### config.mk
export PLATFORM = sky130hd
export DESIGN_NAME = zero_seq_injector_flat
export DESIGN_NICKNAME = d
export VERILOG_FILES = /design/src/rtl/zero_seq_injector_if.sv /design/src/rtl/zero_seq_injector.sv /design/src/flat_wrapper.sv
export SDC_FILE = /design/constraint.sdc
export NUM_CORES = 1
export LEC_CHECK = 0
export ABC_CLOCK_PERIOD_IN_PS = 7200
export CORE_ASPECT_RATIO = 0.6
export CORE_UTILIZATION = 45
export DETAILED_ROUTE_END_ITERATION = 7
export GPL_TIMING_DRIVEN = 0
export PLACE_DENSITY = 0.75
export SYNTH_ARGS = -nofsm -noshare
export SYNTH_HDL_FRONTEND = slang
export SYNTH_SLANG_ARGS = --single-unit
### constraint.sdc
create_clock -name clk -period 7.2 [get_ports clk]
set_input_delay 1.44 -clock clk [delete_from_list [all_inputs] [get_ports clk]]
set_output_delay 1.44 -clock clk [all_outputs]
set_load 0.1 [all_outputs]
### src/rtl/zero_seq_injector_if.sv
// rtl/zero_seq_injector_if.sv - phase-in / modulating-signal-out bundle of the zero-sequence injector
interface zero_seq_injector_if #(
  parameter int DW       = 16,
  parameter int SATCNT_W = 16
);
  logic                clk_enable;
  logic                in_valid;
  logic signed [DW-1:0] in_a;
  logic signed [DW-1:0] in_b;
  logic signed [DW-1:0] in_c;
  logic                sat_clr;
  logic                out_valid;
  logic signed [DW-1:0] out_a;
  logic signed [DW-1:0] out_b;
  logic signed [DW-1:0] out_c;
  logic                sat_flag;
  logic [SATCNT_W-1:0] sat_count;
  logic                ce_out;

  modport master (
    output clk_enable, in_valid, in_a, in_b, in_c, sat_clr,
    input  out_valid, out_a, out_b, out_c, sat_flag, sat_count, ce_out
  );

  modport slave (
    input  clk_enable, in_valid, in_a, in_b, in_c, sat_clr,
    output out_valid, out_a, out_b, out_c, sat_flag, sat_count, ce_out
  );
endinterface

### src/rtl/zero_seq_injector.sv
// rtl/zero_seq_injector.sv - min-max zero-sequence injection pipeline for SVPWM
// Four enabled-edge stages: capture, max/min, offset, add-and-clip.
module zero_seq_injector #(
  parameter int DW       = 16,
  parameter int SATCNT_W = 16
) (
  input  logic               clk,
  input  logic               reset_n,
  zero_seq_injector_if.slave bus
);

  localparam logic signed [DW+1:0] LIM_HI  = {3'b000, {(DW-1){1'b1}}};
  localparam logic signed [DW+1:0] LIM_LO  = {3'b111, {(DW-1){1'b0}}};
  localparam logic [SATCNT_W-1:0]  CNT_MAX = '1;
  localparam logic [SATCNT_W-1:0]  CNT_ONE = {{(SATCNT_W-1){1'b0}}, 1'b1};

  logic                 r_s1_valid;
  logic signed [DW-1:0] r_s1_a, r_s1_b, r_s1_c;

  logic                 r_s2_valid;
  logic signed [DW-1:0] r_s2_a, r_s2_b, r_s2_c;
  logic signed [DW-1:0] r_s2_max, r_s2_min;

  logic                 r_s3_valid;
  logic signed [DW-1:0] r_s3_a, r_s3_b, r_s3_c;
  logic signed [DW:0]   r_s3_off;

  logic                 r_out_valid;
  logic signed [DW-1:0] r_out_a, r_out_b, r_out_c;
  logic                 r_sat_flag;
  logic [SATCNT_W-1:0]  r_sat_count;

  logic signed [DW-1:0] w_max_ab, w_max, w_min_ab, w_min;
  logic signed [DW:0]   w_sum, w_half, w_off;
  logic signed [DW+1:0] w_y_a, w_y_b, w_y_c;
  logic                 w_clip_a, w_clip_b, w_clip_c, w_clip_any;

  function automatic logic signed [DW-1:0] f_clip(input logic signed [DW+1:0] y);
    if (y > LIM_HI) begin
      f_clip = LIM_HI[DW-1:0];
    end else if (y < LIM_LO) begin
      f_clip = LIM_LO[DW-1:0];
    end else begin
      f_clip = y[DW-1:0];
    end
  endfunction

  // On ties the earlier operand wins; both candidates are equal so the result is unaffected.
  assign w_max_ab = (r_s1_a >= r_s1_b) ? r_s1_a : r_s1_b;
  assign w_max    = (w_max_ab >= r_s1_c) ? w_max_ab : r_s1_c;
  assign w_min_ab = (r_s1_a <= r_s1_b) ? r_s1_a : r_s1_b;
  assign w_min    = (w_min_ab <= r_s1_c) ? w_min_ab : r_s1_c;

  // Arithmetic shift floors the half-sum, so the negated offset always fits DW+1 bits.
  assign w_sum  = {r_s2_max[DW-1], r_s2_max} + {r_s2_min[DW-1], r_s2_min};
  assign w_half = w_sum >>> 1;
  assign w_off  = -w_half;

  assign w_y_a = {{2{r_s3_a[DW-1]}}, r_s3_a} + {r_s3_off[DW], r_s3_off};
  assign w_y_b = {{2{r_s3_b[DW-1]}}, r_s3_b} + {r_s3_off[DW], r_s3_off};
  assign w_y_c = {{2{r_s3_c[DW-1]}}, r_s3_c} + {r_s3_off[DW], r_s3_off};

  assign w_clip_a   = (w_y_a > LIM_HI) || (w_y_a < LIM_LO);
  assign w_clip_b   = (w_y_b > LIM_HI) || (w_y_b < LIM_LO);
  assign w_clip_c   = (w_y_c > LIM_HI) || (w_y_c < LIM_LO);
  assign w_clip_any = w_clip_a || w_clip_b || w_clip_c;

  always_ff @(posedge clk or negedge reset_n) begin
    if (!reset_n) begin
      r_s1_valid  <= 1'b0;
      r_s1_a      <= '0;
      r_s1_b      <= '0;
      r_s1_c      <= '0;
      r_s2_valid  <= 1'b0;
      r_s2_a      <= '0;
      r_s2_b      <= '0;
      r_s2_c      <= '0;
      r_s2_max    <= '0;
      r_s2_min    <= '0;
      r_s3_valid  <= 1'b0;
      r_s3_a      <= '0;
      r_s3_b      <= '0;
      r_s3_c      <= '0;
      r_s3_off    <= '0;
      r_out_valid <= 1'b0;
      r_out_a     <= '0;
      r_out_b     <= '0;
      r_out_c     <= '0;
      r_sat_flag  <= 1'b0;
    end else if (bus.clk_enable) begin
      r_s1_valid <= bus.in_valid;
      if (bus.in_valid) begin
        r_s1_a <= bus.in_a;
        r_s1_b <= bus.in_b;
        r_s1_c <= bus.in_c;
      end

      r_s2_valid <= r_s1_valid;
      if (r_s1_valid) begin
        r_s2_a   <= r_s1_a;
        r_s2_b   <= r_s1_b;
        r_s2_c   <= r_s1_c;
        r_s2_max <= w_max;
        r_s2_min <= w_min;
      end

      r_s3_valid <= r_s2_valid;
      if (r_s2_valid) begin
        r_s3_a   <= r_s2_a;
        r_s3_b   <= r_s2_b;
        r_s3_c   <= r_s2_c;
        r_s3_off <= w_off;
      end

      // Outputs and the clip flag hold their last sample through valid gaps.
      r_out_valid <= r_s3_valid;
      if (r_s3_valid) begin
        r_out_a    <= f_clip(w_y_a);
        r_out_b    <= f_clip(w_y_b);
        r_out_c    <= f_clip(w_y_c);
        r_sat_flag <= w_clip_any;
      end
    end
  end

  // Counts in step with the output register that carries the clipped sample; clear wins.
  always_ff @(posedge clk or negedge reset_n) begin
    if (!reset_n) begin
      r_sat_count <= '0;
    end else if (bus.clk_enable) begin
      if (bus.sat_clr) begin
        r_sat_count <= '0;
      end else if (r_s3_valid && w_clip_any && (r_sat_count != CNT_MAX)) begin
        r_sat_count <= r_sat_count + CNT_ONE;
      end
    end
  end

  assign bus.out_valid = r_out_valid;
  assign bus.out_a     = r_out_a;
  assign bus.out_b     = r_out_b;
  assign bus.out_c     = r_out_c;
  assign bus.sat_flag  = r_sat_flag;
  assign bus.sat_count = r_sat_count;
  assign bus.ce_out    = bus.clk_enable;

endmodule

### src/flat_wrapper.sv
// flat-port wrapper written by rule: the top's interface ports become plain ports
module zero_seq_injector_flat 
#(
  parameter int DW       = 16,
  parameter int SATCNT_W = 16
)
  (clk, reset_n, bus_clk_enable, bus_in_valid, bus_in_a, bus_in_b, bus_in_c, bus_sat_clr, bus_out_valid, bus_out_a, bus_out_b, bus_out_c, bus_sat_flag, bus_sat_count, bus_ce_out);
  zero_seq_injector_if #(.DW(DW), .SATCNT_W(SATCNT_W)) bus_i ();
  input  logic clk;
  input  logic reset_n;
  input wire logic [$bits(bus_i.clk_enable)-1:0] bus_clk_enable;
  input wire logic [$bits(bus_i.in_valid)-1:0] bus_in_valid;
  input wire logic [$bits(bus_i.in_a)-1:0] bus_in_a;
  input wire logic [$bits(bus_i.in_b)-1:0] bus_in_b;
  input wire logic [$bits(bus_i.in_c)-1:0] bus_in_c;
  input wire logic [$bits(bus_i.sat_clr)-1:0] bus_sat_clr;
  output wire logic [$bits(bus_i.out_valid)-1:0] bus_out_valid;
  output wire logic [$bits(bus_i.out_a)-1:0] bus_out_a;
  output wire logic [$bits(bus_i.out_b)-1:0] bus_out_b;
  output wire logic [$bits(bus_i.out_c)-1:0] bus_out_c;
  output wire logic [$bits(bus_i.sat_flag)-1:0] bus_sat_flag;
  output wire logic [$bits(bus_i.sat_count)-1:0] bus_sat_count;
  output wire logic [$bits(bus_i.ce_out)-1:0] bus_ce_out;
  assign bus_i.clk_enable = bus_clk_enable;
  assign bus_i.in_valid = bus_in_valid;
  assign bus_i.in_a = bus_in_a;
  assign bus_i.in_b = bus_in_b;
  assign bus_i.in_c = bus_in_c;
  assign bus_i.sat_clr = bus_sat_clr;
  assign bus_out_valid = bus_i.out_valid;
  assign bus_out_a = bus_i.out_a;
  assign bus_out_b = bus_i.out_b;
  assign bus_out_c = bus_i.out_c;
  assign bus_sat_flag = bus_i.sat_flag;
  assign bus_sat_count = bus_i.sat_count;
  assign bus_ce_out = bus_i.ce_out;
  zero_seq_injector #(.DW(DW), .SATCNT_W(SATCNT_W)) u_core (.clk(clk), .reset_n(reset_n), .bus(bus_i));
endmodule
### Word level (Yosys, flattened, before mapping)

Cells that the tools add are included.

| operators by class | value |
|---|---|
| order comparisons | 10 |
| add/sub/neg operators | 6 |
| equal/unequal tests | 1 |
| reductions and logical operators | 13 |
| mux-type cells | 12 |

Operator list:

| cell | count |
|---|---|
| 2-to-1 mux 16 bit | 12 |
| adder 16 x 17 -> 18 bit | 3 |
| > comparator 18 x 16 -> 1 bit (second input constant) | 3 |
| < comparator 18 x 16 -> 1 bit (second input constant) | 3 |
| greater-or-equal comparator 16 bit | 2 |
| less-or-equal comparator 16 bit | 2 |
| adder 16 x 16 -> 17 bit | 1 |
| negator 16 -> 17 bit | 1 |
| adder 16 x 1 -> 16 bit (second input constant) | 1 |
| inequality test 16 bit (second input constant) | 1 |
| AND reduction 2 bit | 5 |
| logical OR 1 bit | 5 |
| logical AND 1 bit | 2 |
| nonzero test 2 bit | 1 |

| storage, ports and cells | value |
|---|---|
| bits in registers | 262 |
| input port bits | 53 |
| logic and storage cells | 63 |

### Depth between registers and ports, before layout

Gate-level depths: netlist of the first run.

| depth | value |
|---|---|
| word-level depth | 9 |
| depth in mapped cells | 25 |

### Worst setup path before layout of the first run

OpenSTA, ideal clock, no wires.

| timing | value |
|---|---|
| kind | register -> register |
| start point | reg u_core.r_s1_b[9] |
| end point | reg u_core.r_s2_max[15] |
| stages on the path, launching flop included | 24 |
| data arrival time | 4.758 ns |
| required time | 7.065 ns |
| setup slack | 2.307 ns |
| cell sequence | dfrtp_1 > inv_1 > ha_1 > a21o_1 > a21o_1 > a21o_1 > a21o_1 > a21o_1 > a21oi_1 > a31o_2 > clkbuf_1 > mux2_2 > ha_1 > nor2b_1 > o21a_1 > o21a_1 > o21a_1 > o21ai_0 > a21oi_1 > a2111oi_0 > o31ai_2 > clkbuf_1 > mux2i_1 > o21ai_0 |

| on the way | value |
|---|---|
| longest elaborated chain between the ends | 4 |

Ends and longest elaborated chain:

| element | RTL line | text |
|---|---|---|
| start: declaration | zero_seq_injector.sv:18 | `logic signed [DW-1:0] r_s1_a, r_s1_b, r_s1_c;` |
| start signal: assignment | zero_seq_injector.sv:94 | `r_s1_b <= bus.in_b;` |
| greater-or-equal comparator 16 bit | zero_seq_injector.sv:49 | `assign w_max_ab = (r_s1_a >= r_s1_b) ? r_s1_a : r_s1_b;` |
| 2-to-1 mux 16 bit * | zero_seq_injector.sv:49 |  |
| greater-or-equal comparator 16 bit | zero_seq_injector.sv:50 | `assign w_max = (w_max_ab >= r_s1_c) ? w_max_ab : r_s1_c;` |
| 2-to-1 mux 16 bit * | zero_seq_injector.sv:50 |  |
| end signal: assignment | zero_seq_injector.sv:103 | `r_s2_max <= w_max;` |
| end: declaration | zero_seq_injector.sv:22 | `logic signed [DW-1:0] r_s2_max, r_s2_min;` |

Every way passes the cells marked *; elsewhere a longest branch is shown, timed or not.
A chain may end at the register's enable or synchronous reset.

### Final worst setup path of the first run

| timing | value |
|---|---|
| start point | reg u_core.r_s1_b[9] |
| end point | reg u_core.r_s2_min[14] |

| on the way | value |
|---|---|
| longest elaborated chain between the ends | 4 |

Ends and longest elaborated chain:

| element | RTL line | text |
|---|---|---|
| less-or-equal comparator 16 bit | zero_seq_injector.sv:51 | `assign w_min_ab = (r_s1_a <= r_s1_b) ? r_s1_a : r_s1_b;` |
| 2-to-1 mux 16 bit * | zero_seq_injector.sv:51 |  |
| less-or-equal comparator 16 bit | zero_seq_injector.sv:52 | `assign w_min = (w_min_ab <= r_s1_c) ? w_min_ab : r_s1_c;` |
| 2-to-1 mux 16 bit * | zero_seq_injector.sv:52 |  |
| end signal: assignment | zero_seq_injector.sv:104 | `r_s2_min <= w_min;` |
| end: declaration | zero_seq_injector.sv:22 |  |

Marked as above.

==> results of run 1 <==
worst reg2reg max path: cells and delay by family, from the launching register on:
kind	cells	cell delay [ps]
fa+ha+maj	2	570
simple gates	7	980
buf+inv	5	1470
flops	1	580
compound gates	10	3110
stage by stage:
stage	setup WS [ps]	TNS (ps)	total power [uW]
after detailed placement	588	0	8350
final	319	0	10100
after global routing	172	0	10700
after floorplan	2310	0	6810
after CTS	534	0	10000
after global placement	-6260	-1628810	8210
cell usage in the layout, fill, tap and decap left out, types with 7 or more instances in the layout:
cell | netlist | routed
a211o_1 | 7 | 7
a211oi_1 | 37 | 37
a21o_1 | 47 | 47
a21oi_1 | 96 | 96
a31oi_1 | 7 | 7
and2_1 | 8 | 8
clkbuf_1 | 59 | 61
clkbuf_16 | 0 | 29
clkdlybuf4s50_1 | 0 | 117
dfrtp_1 | 262 | 262
ha_1 | 116 | 116
inv_1 | 58 | 58
mux2_2 | 114 | 114
mux2i_1 | 19 | 19
nand2_1 | 223 | 223
nand2b_1 | 19 | 19
nand3_1 | 26 | 26
nand4_1 | 20 | 20
nor2_1 | 115 | 115
nor2b_1 | 27 | 27
nor3_1 | 15 | 15
o21a_1 | 24 | 24
o21ai_0 | 138 | 138
o21bai_1 | 7 | 7
o311ai_0 | 7 | 7
o31ai_1 | 8 | 8
xnor2_1 | 34 | 34
xor2_1 | 24 | 24
power groups by stage:
stage,sequential (uW),clock [uW],combinational [uW]
detailed placement,2470,0,5880
global placement,2460,0,5750
finish,2470,1610,5980
CTS,2450,1630,5920
global route,2510,1690,6500
floorplan,3220,0,3590
what timing repair did:
action / 4_1_cts / 5_1_grt
setup endpoints to repair: 0 / 1
hold endpoints to repair: 0 / 0
gates resized for setup: 0 / 2
worst paths after layout:
check                      depth (start not counted)  slack, ps                  end
max in group asynchronous                          2       5540     u_core.r_s1_c[7]
min                                                1        480    u_core.r_s2_valid
min reg2reg                                        1        480    u_core.r_s2_valid
max reg2reg                                       24        320  u_core.r_s2_min[14]
max                                               24        320  u_core.r_s2_min[14]
min in group asynchronous                          1        720  u_core.bus.out_a[9]
cell type report:
class                   count  area [um2]
multi-input cells        1257        8790
inverters                  59         221
plain buffers              66         277
well taps                 459         574
diodes                      1        2.50
repair buffers            120        1240
clock inverters            13         225
clock buffers              36         792
flip-flops and latches    262        6560
fillers                  3006       15500
layer usage:
layer | routed length (um) | share of wire (%)
met1 | 21900 | 47
met2 | 19000 | 41
met3 | 5110 | 11
met4 | 896 | 1.9
met5 | 0 | 0
cells by family (layout without fill, tap and decap cells):
family / count (synthesis) / count (layout) / share of synthesized area [%]
flops: 262 / 262 / 41.4
fa+ha+maj: 120 / 120 / 9.67
mux: 133 / 133 / 9.30
simple gates: 491 / 491 / 14.0
buf+inv: 125 / 294 / 3.14
xor+xnor: 58 / 58 / 3.21
compound gates: 455 / 455 / 19.3
other cells: 0 / 1 / 0
==> results, run 1 <==
- The register with the most flip-flops in the layout has 17 of them.
- Dividing total power by cell area gives a power density of 539 mW/mm2.
- The cell type group with the largest total delay on the critical path is compound AO/OA/AOI/OAI gates.
- The worst clock skew is 20.0 ps.
- The overall overflow remaining after global route is 0.
- The first routing iteration left 1365 violations.
- The final critical-path required period is 6880 ps.
- The switching share of power is 49.4%.
- The die is 147 um tall.
- The startpoint of the lowest-slack hold path is u_core.r_s2_valid.
- The number of port buffers is 118.
- The die footprint is 0.0360 mm2.
- Headroom to the max-slew limit came out at 25.0%.
- The number of storage elements in the synthesis netlist is 262.
- The cell with the biggest individual delay on the critical path is a2111oi_0.
- The fraction of synthesized cell area taken by the top area cell type is 41.4%.
- The clock insertion delay at the later pin of the skew report is 570 ps.
- The slew at the pin closest to its max-slew limit is 1120 ps.
- The category of the worst setup path launch point is a flip-flop.
- The horizontal die dimension is 244 um.
- The data arrival time at the worst-slack endpoint is 7290 ps.
- The worst setup path is of the reg -> reg kind.
- The clock net sink count is 262.
- The number of detailed-route iterations in the first pass is 5.
- The detail route stage leaves a number of antenna-violating nets equal to 0.
- The clock input transition at the sequential cells of the worst setup and hold paths is 70 ps.
- The max-cap check violation count is 0.
- The classification of the worst-slack hold path is reg -> reg.
- In the routed design, unresolved DRC markers number 0.
- The number of placed cells counting well taps is 2223.
- The worst IR drop on VDD is 0.382 mV.
- The async set-reset flop share out of synthesis is 100%.
- The number of synthesized flops with an enable pin is 0.
- The met2 track demand over resource in global routing is 35.8%.
- The internal power of the cells is 5100 uW.
- The synthesized area divided by synthesized cell count is 9.64 um2.
- Entering global routing, the biggest net connects 123 pins.
- Summed over all nets, the switching power comes to 4970 uW.
- The last weighted congestion value of the routability-driven placer is 1.04.
- The via density per instance is 5.87.
- The fraction of final layout cells sized beyond drive strength 1 is 11.6%.
- After synthesis, the cell types taking the most area are dfrtp_1 41%, ha_1 9.2%, mux2_2 8.1%, nand2_1 5.3%, o21ai_0 4.4%.
- The final layout contains 1967 nets.
- The area after detailed placement is 0.0177 mm2.
- CTS built an H-tree with a depth of 1.
- The timing startpoint of the critical path is u_core.r_s1_b[9].
- The hold violation count in the final report is 0.
- The layer flagged by global routing as most heavily used is met1.
- TritonCTS built the clock tree.
- The register with the most flip-flops in the final layout is u_core.r_s3_off.
- The number of buffers and inverters on the critical path is 5.
- The half-perimeter wire length of the detailed placement result is 36700 um.
- The clock root buffer is clkbuf_16.
- Setup repair after global routing left no endpoint under its margin.
- The met1 global-route usage is 39.3%.
- The area inside the core boundary is 0.0342 mm2.
- The detailed-route wire length per cell is 20.7 um.
- The most used flip-flop cell after synthesis is dfrtp_1.
- For this run, the slowest stage of the critical path takes 720 ps.
- The proportion of power drawn by combinational gates is 59.4%.
- The synthesized netlist net count is 1817.
- The count of non-filler cells in the finished layout is 2273.
- The floorplan has 52 rows.
- The clock network burns 16.0% of the power.
- The final routed wirelength across all metal layers is 47000 um.
- In this run, distinct cell masters in the synthesized netlist total 87.
- The total global routing track utilization is 26.0%.
- Ranked by instance count, the synthesized netlist is headed by 262 x dfrtp_1, 223 x nand2_1, 138 x o21ai_0.
- Per report_power, the sequential group accounts for 24.5% of the total.
- The number of global-route vias before repair is 12600.
- The starting utilization of the core area is 46.4%.
- Once layout is done, the placed cells without fillers occupy 0.0187 mm2.
- The portion of the post-synthesis area used by sequential elements is 41.4%.
- The number of antenna violations at the first check in global routing is 1.
- Counting the buffers created by CTS gives 28.
- For this run, the share of the core covered by cells in the final layout is 54.7%.
- The signal on the critical path passes through inv_1, ha_1, nand4_1, nor2_1, nand2_1, a211o_1, and2_1, a221oi_1, clkbuf_2, clkbuf_1, a21o_1, ha_1, a21o_1, a21oi_1, nor2b_1, o21ai_0, nand2b_1, a2111oi_0, a221oi_1, nand2b_1, clkbuf_1, clkbuf_1, a211oi_1, a211oi_1.
- STA puts the critical path data required time at 7610 ps.
- The count of endpoints failing setup in the final report is 0.
- The analysis attributes to cell leakage a power of 0.00843 uW.
- The number of I/O pins is 120.
- The worst setup path is captured at a flip-flop.
- Along the worst path, the maximum fanout reaches 10.
- The number of slew-limit violations in the final report is 0.
- The most repeated library cell on the critical path is clkbuf_1.
- The first global-routing pass estimated 72200 um of wire.
- Counting every instance in the synthesized netlist gives 1644.
- Compared with the post-synthesis result, the final layout area differs by 17.9%.
- The total standard cell area after synthesis is 0.0158 mm2.
- Based on the critical path, the design can be clocked at up to 0.145 GHz.
- For this block, the via count after detailed routing is 13300.
- The fraction of met3 tracks used by global routing is 8.24%.
- The number of buffers inserted by hold repair at cts is 0.
- The maximum root-to-sink buffer count is 3.
- The post-CTS repair timing setup buffer count is 0.
- The final period utilization is 95.6%.
- The synthesized design spends more area on one cell type than any other, namely dfrtp_1.
- The yosys synthesis warning count is 0.
- The worst slack on hold paths is 482 ps.
- By instance count, the leading cell after synthesis is dfrtp_1.
- The run finished with clean final reports.
- The source of the worst register-to-register timing path is u_core.r_s1_b[9].
Power figures use the tool's default switching activity.
==> run 2: changes to the inputs <==
--- a/config.mk
+++ b/config.mk
@@ -7,10 +7,12 @@
 export LEC_CHECK = 0
 export ABC_CLOCK_PERIOD_IN_PS = 7200
 export CORE_ASPECT_RATIO = 0.6
-export CORE_UTILIZATION = 45
+export CORE_UTILIZATION = 35
 export DETAILED_ROUTE_END_ITERATION = 7
 export GPL_TIMING_DRIVEN = 0
-export PLACE_DENSITY = 0.75
+export PLACE_DENSITY = 0.63
+export REMOVE_ABC_BUFFERS = 1
+export SKIP_CTS_REPAIR_TIMING = 1
 export SYNTH_ARGS = -nofsm -noshare
 export SYNTH_HDL_FRONTEND = slang
 export SYNTH_SLANG_ARGS = --single-unit
==> results, run 2 (synthesized netlist as in run 1, its figures left out) <==
- The final routed wirelength across all metal layers is 44100 um (-6.2%).
- The overall overflow remaining after global route is 0 (unchanged).
- The half-perimeter wire length of the detailed placement result is 33600 um (-8.7%).
- The last weighted congestion value of the routability-driven placer came to 0.910 (-12%).
- The clock net sink count came to 262 (unchanged).
- The highest clock frequency the design can meet is 0.146 GHz (+0.70%).
- The number of flip-flops under the largest register name is 17 (unchanged).
- The number of vias after detailed routing came to 12600 (-5.2%).
- The depth of the most critical reg-to-reg path is 22 (-8.3%).
- The area inside the core boundary is 0.0440 mm2 (+29%).
- The number of global-route vias before repair is 12000 (-4.8%).
- Leaving out fill and tap cells, the most frequent cells in the layout are 262 x dfrtp_1, 219 x nand2_1, 138 x o21ai_0.
- The starting utilization of the core area is 36.0% (-10 points).
- The worst hold path stage count came to 2 (+1).
- The post-route DRC violation count was 0 (unchanged).
- The peak fanout along the critical path was 26 (+16).
- The number of I/O pins came to 120 (unchanged).
- The count of endpoints failing setup in the final report was 0 (unchanged).
- The register containing the most flip-flops in the final layout is u_core.r_s3_off.
- The run finished with clean final reports.
- The number of placed cells counting well taps is 2286 (+2.8%).
- The number of antenna diodes was 0 (-1).
- The required time of the worst setup path was 7630 ps (+20 ps).
- The worst slack after detailed placement was 58.5 ps (-529 ps).
- The via density per instance is 5.43 (-7.5%).
- The classification of the worst-slack hold path is reg -> reg.
- The storage element area is 0.00656 mm2 (unchanged).
- The net count reported at finish is 1909 (-2.9%).
- The maximum root-to-sink buffer count is 3 (unchanged).
- The library cell used most frequently in the layout, excluding fill and tap cells, is dfrtp_1.
- The total area of multi-input combinational cells is 0.00886 mm2 (+0.80%).
- TritonCTS built the clock tree.
- The clock insertion delay at the later pin of the skew report is 560 ps (about the same).
- The die boundary height is 167 um (+13%).
- The pin count of the biggest net entering global routing came to 101 (-18%).
- The worst register-to-register path begins at u_core.r_s1_b[15].
- The end of the worst hold path is u_core.r_s2_a[6].
- The number of antenna violations at the first check in global routing was 0 (-1).
- The number of DRC markers in iteration 0 is 1086 (-20%).
- The worst clock skew is 9.64 ps (-10.3 ps).
- The slew at the pin closest to its max-slew limit is 1260 ps (+133 ps).
- The area growth from synthesis to final layout is 17.9% (about the same).
- The final period utilization is 94.9% (-0.67 points).
- The root buffer cell chosen for the clock tree is clkbuf_16.
- STA classifies the critical path endpoint as a flip-flop.
- The max-cap check violation count is 0 (unchanged).
- The global-route wire length before repair is 69100 um (-4.2%).
- The total number of H-tree levels is 1 (unchanged).
- The slack of the worst reg-to-reg path is 370 ps (+50 ps).
- The number of port buffers is 119 (+0.85%).
- The fraction of final layout cells sized beyond drive strength 1 is 12.3% (+0.75 points).
- The count of antenna-violating nets left after detailed routing came to 0 (unchanged).
- The count of non-filler cells in the finished layout is 2331 (+2.6%).
- The endpoint of the worst register-to-register path is u_core.r_s2_min[14].
- The filler cell count was 4196 (+40%).
- The CTS buffer count is 27 (-3.6%).
- The die footprint is 0.0461 mm2 (+28%).
- The worst hold path begins at u_core.r_s2_a[6].
- The horizontal die dimension was 277 um (+13%).
- The critical setup path kind is reg -> reg.
- The number of placement rows was 59 (+13%).
- The hold violation count in the final report came to 0 (unchanged).
- Setup repair after global routing left no endpoint under its margin.
- The number of detailed-route iterations in the first pass was 6 (+1).
- The post-layout utilization of the core came to 42.4% (-12 points).
- The final critical-path required period came to 6830 ps (-48.0 ps).
- The detailed-route wire length per cell is 18.9 um (-8.5%).
- The post-route worst setup slack is 367 ps (+48.0 ps).
- The setup total negative slack is 0 ps (unchanged).
- The total global routing track utilization is 18.8% (-7.1 points).
- The clock input transition at the sequential cells of the worst setup and hold paths is 70 ps (about the same).
- The data arrival time at the worst-slack endpoint is 7260 ps (-30 ps).
- The number of slew-limit violations in the final report came to 0 (unchanged).
- STA classifies the critical path startpoint as a flip-flop.
- The headroom to the max-slew limit is 15.9% (-9.1 points).
## run 2: cell types whose count changed in the layout (fill, tap and decap cells not counted), moves of 3 or more
cell      delta
nand2_1      -4
buf_16       +3
clkbuf_1    -57
buf_12       +3
## run 2: area by class of cell
cell class | instances | area share (%)
Clock buffer | 34 | 3.92
Timing Repair Buffer | 129 | 7.60
Tap cell | 579 | 3.88
Multi-Input combinational cell | 1257 | 47.4
Inverter | 59 | 1.19
Sequential cell | 262 | 35.1
Clock inverter | 11 | 0.878
## run 2: worst max-delay path by stage
stage | start | to | slack (ps) | depth (start not counted)
after floorplan | u_core.r_s1_b[1] | u_core.r_s2_min[15] | -270 | 22
after global placement | reset_n | u_core.r_s1_c[2] | -6690 | 1
after detailed placement | u_core.r_s1_b[15] | u_core.r_s2_min[15] | 60 | 22
after CTS | u_core.r_s1_b[15] | u_core.r_s2_min[15] | 20 | 22
after global routing | u_core.r_s1_b[15] | u_core.r_s2_min[1] | 100 | 19
final | u_core.r_s1_b[15] | u_core.r_s2_min[14] | 370 | 22
## run 2: worst max-delay path: stages, from the launching register on
cell and delay [ps]:
dfrtp_1 400, inv_1 140, ha_1 400, nand4_1 170
nor2_1 460, nand2_1 140, a211o_1 300, and2_1 200
a221oi_4 850, buf_8 290, nor2b_1 90, a21o_1 170
ha_1 180, a21o_1 190, a21oi_1 150, nor2b_1 60
o21ai_0 160, nand2b_1 90, a2111oi_2 730, a221oi_2 320
nand2b_1 650, a211oi_1 460, a211oi_1 90
## run 2: metal layers
metal | track usage (%) | vias up | routed length (um)
li1 | - | 6077 | -
met1 | 29.4 | 6199 | 22800
met2 | 26.9 | 335 | 18100
met3 | 3.62 | 38 | 2720
met4 | 2.87 | 0 | 543
met5 | 0 | - | 0
## run 2: metrics by stage
step / hold slack [ps] / instance area (um2)
final: 473 / 18700
after global routing: 486 / 18700
after CTS: 475 / 18700
after detailed placement: 459 / 17800
after global placement: 462 / 17500
after floorplan: 442 / 15600
Power of run 2 is left out: the tool's default activity adds up to more than one toggle a clock period on the data nets, which glitch-free logic cannot reach.
==> run 3: changes to the inputs <==
--- a/config.mk
+++ b/config.mk
@@ -13,6 +13,7 @@
 export PLACE_DENSITY = 0.63
 export REMOVE_ABC_BUFFERS = 1
 export SKIP_CTS_REPAIR_TIMING = 1
+export SLEW_MARGIN = 20
 export SYNTH_ARGS = -nofsm -noshare
 export SYNTH_HDL_FRONTEND = slang
 export SYNTH_SLANG_ARGS = --single-unit
==> constraint.sdc (replaced) <==
create_clock -name clk -period 7.2 [get_ports clk]
set_input_delay 1.44 -clock clk [delete_from_list [all_inputs] [get_ports clk]]
set_output_delay 1.44 -clock clk [all_outputs]
set_load 0.005 [all_outputs]
==> results, run 3 (synthesized netlist as in run 1, its figures left out) <==
- The flow ran to the end, and the final reports show no timing, DRC or antenna violations.
- By startpoint and endpoint, the worst setup path is classified as reg -> reg.
- The filler cell count is 4213 (+0.41%).
- The final critical-path required period is 6680 ps (-158 ps).
- The number of placed cells counting well taps is 2286 (unchanged).
- The pin count of the biggest net entering global routing is 88 (-13%).
- In this run the clock root is driven by a clkbuf_16.
- The number of antenna violations at the first check in global routing was 0 (unchanged).
- TritonCTS built the clock tree.
- The setup total negative slack was 0 ps (unchanged).
- The slew at the pin closest to its max-slew limit was 1240 ps (-21.8 ps).
- The total global routing track utilization came to 18.8% (+0.024 points).
- The depth of the most critical reg-to-reg path is 21 (-4.5%).
- The net count reported at finish was 1909 (unchanged).
- The number of global-route vias before repair is 12100 (+0.12%).
- The highest clock frequency the design can meet is 0.150 GHz (+2.4%).
- The overall overflow remaining after global route is 0 (unchanged).
- The number of port buffers is 119 (unchanged).
- The required time of the worst setup path came to 7670 ps (+40 ps).
- The number of DRC markers in iteration 0 is 811 (-25%).
- The area growth from synthesis to final layout is 18.0% (about the same).
- The maximum root-to-sink buffer count is 3 (unchanged).
- The number of flip-flops under the largest register name came to 17 (unchanged).
- The number of detailed-route iterations in the first pass is 7 (+1).
- Leaving out fill and tap cells, the most frequent cells in the layout are 262 x dfrtp_1, 219 x nand2_1, 138 x o21ai_0.
- The worst clock skew is 11.9 ps (+2.26 ps).
- The most common library cell in the layout ignoring fill and taps is dfrtp_1.
- The areal power density over the cells is 482 mW/mm2.
- The horizontal die dimension was 277 um (unchanged).
- The final routed wirelength across all metal layers is 44100 um (about the same).
- The fraction of final layout cells sized beyond drive strength 1 is 12.6% (+0.26 points).
- The worst register-to-register path begins at u_core.r_s1_b[15].
- The die footprint came to 0.0461 mm2 (unchanged).
- The worst hold path terminates at u_core.r_s2_c[10].
- The total number of H-tree levels is 1 (unchanged).
- The hold violation count in the final report is 0 (unchanged).
- The clock input transition at the sequential cells of the worst setup and hold paths came to 60 ps (about the same).
- The last weighted congestion value of the routability-driven placer came to 0.910 (unchanged).
- The global-route wire length before repair is 69200 um (about the same).
- The count of antenna-violating nets left after detailed routing is 0 (unchanged).
- The worst hold path belongs to the class reg -> reg.
- The detailed-route wire length per cell is 18.9 um (-0.20%).
- The number of I/O pins came to 120 (unchanged).
- The headroom to the max-slew limit was 17.3% (+1.5 points).
- The count of non-filler cells in the finished layout is 2334 (+0.13%).
- The half-perimeter wire length of the detailed placement result was 33600 um (+0.12%).
- The CTS buffer count was 27 (unchanged).
- The number of vias after detailed routing is 12700 (+0.48%).
- The final standard cell area without fillers is 0.0187 mm2 (about the same).
- The data arrival time at the worst-slack endpoint came to 7140 ps (-120 ps).
- Total power for the finished layout comes to 9010 uW.
- The number of slew-limit violations in the final report is 0 (unchanged).
- STA classifies the critical path startpoint as a flip-flop.
- The startpoint of the lowest-slack hold path is u_core.r_s2_c[10].
- The slack of the worst reg-to-reg path is 520 ps (+160 ps).
- The endpoint of the worst register-to-register path is u_core.r_s2_max[0].
- The number of placement rows is 59 (unchanged).
- The area inside the core boundary was 0.0440 mm2 (unchanged).
- The number of antenna diodes is 0 (unchanged).
- The starting utilization of the core area is 36.0% (unchanged).
- The clock insertion delay at the later pin of the skew report is 560 ps (about the same).
- u_core.r_s3_off holds more flip-flops than any other register.
- The clock net sink count was 262 (unchanged).
- The via density per instance is 5.45 (+0.35%).
- The max-cap check violation count came to 0 (unchanged).
- The post-route DRC violation count came to 0 (unchanged).
- The peak fanout along the critical path is 16 (-38%).
- The capturing element type of the critical path is a flip-flop.
- The worst hold path stage count is 2 (unchanged).
- Setup repair after global routing left no endpoint under its margin.
- The post-layout utilization of the core is 42.5% (about the same).
- The count of endpoints failing setup in the final report came to 0 (unchanged).
- The leakage power figure is 0.00838 uW.
- The die boundary height is 167 um (unchanged).
- The final period utilization is 92.7% (-2.2 points).
- The worst IR drop on VDD is 0.202 mV.
- The area after detailed placement is 0.0178 mm2 (about the same).
==> run 3: cell count changes in the layout (fill, tap and decap cells not counted), moves of 2 or more <==
cell       before  now
clkbuf_8        3    8
buf_6           1    3
nand2_4         2    4
buf_12          3    1
bufinv_16       4    2
nand2_2         2    0
==> run 3: layout make-up <==
| class | instances | area, um2 | area share (%) |
|---|---|---|---|
| inverters | 59 | 221 | 1.19 |
| flip-flops and latches | 262 | 6560 | 35.1 |
| multi-input cells | 1257 | 8880 | 47.5 |
| clock inverters | 10 | 111 | 0.596 |
| repair buffers | 129 | 1400 | 7.48 |
| well taps | 579 | 724 | 3.88 |
| clock buffers | 38 | 797 | 4.26 |
==> run 3: critical path: stages (launching register included) <==
cell and delay, ps:
dfrtp_1 410, inv_1 130, ha_1 390, nand4_1 170
nor2_1 470, nand2_1 120, a211o_1 300, a21oi_1 310
a31o_2 560, mux2_2 430, ha_1 290, nor2b_1 140
o21a_1 160, o21a_1 180, o21a_1 170, o21ai_0 190
a21oi_1 100, a2111oi_1 1070, o31ai_4 260, buf_6 260
mux2_2 280, o21ai_0 160
==> run 3: per-stage QoR <==
step / setup slack [ps] / hold WS, ps
5_1_grt: 335 / 488
4_1_cts: 595 / 475
3_5_place_dp: 626 / 459
3_3_place_gp: -6690 / 462
2_1_floorplan: -275 / 442
6_report: 525 / 475
==> run 3: layer usage <==
layer / GRT usage [%] / vias to the layer above / part of all wire (%)
li1: - / 6080 / -
met1: 29.8 / 6226 / 51
met2: 26.6 / 360 / 41
met4: 3.29 / 0 / 1.7
met3: 3.31 / 44 / 6.5
met5: 0 / - / 0
==> run 3: worst max-delay path by stage <==
stage / startpoint / end / slack (ps) / cells past startpoint
final: u_core.r_s1_b[15] / u_core.r_s2_max[0] / 520 / 21
after global routing: u_core.r_s1_b[15] / u_core.r_s2_max[0] / 330 / 21
after CTS: u_core.r_s1_b[15] / u_core.r_s2_min[15] / 590 / 22
after detailed placement: u_core.r_s1_b[15] / u_core.r_s2_min[15] / 630 / 22
after global placement: reset_n / u_core.r_s1_c[2] / -6690 / 1
after floorplan: u_core.r_s1_b[1] / u_core.r_s2_min[15] / -270 / 22
==> run 3: power by group <==
group          switching, uW  internal [uW]  total [uW]
Combinational           3000           2190        5190
Sequential               407           1950        2360
Clock                    619            841        1460
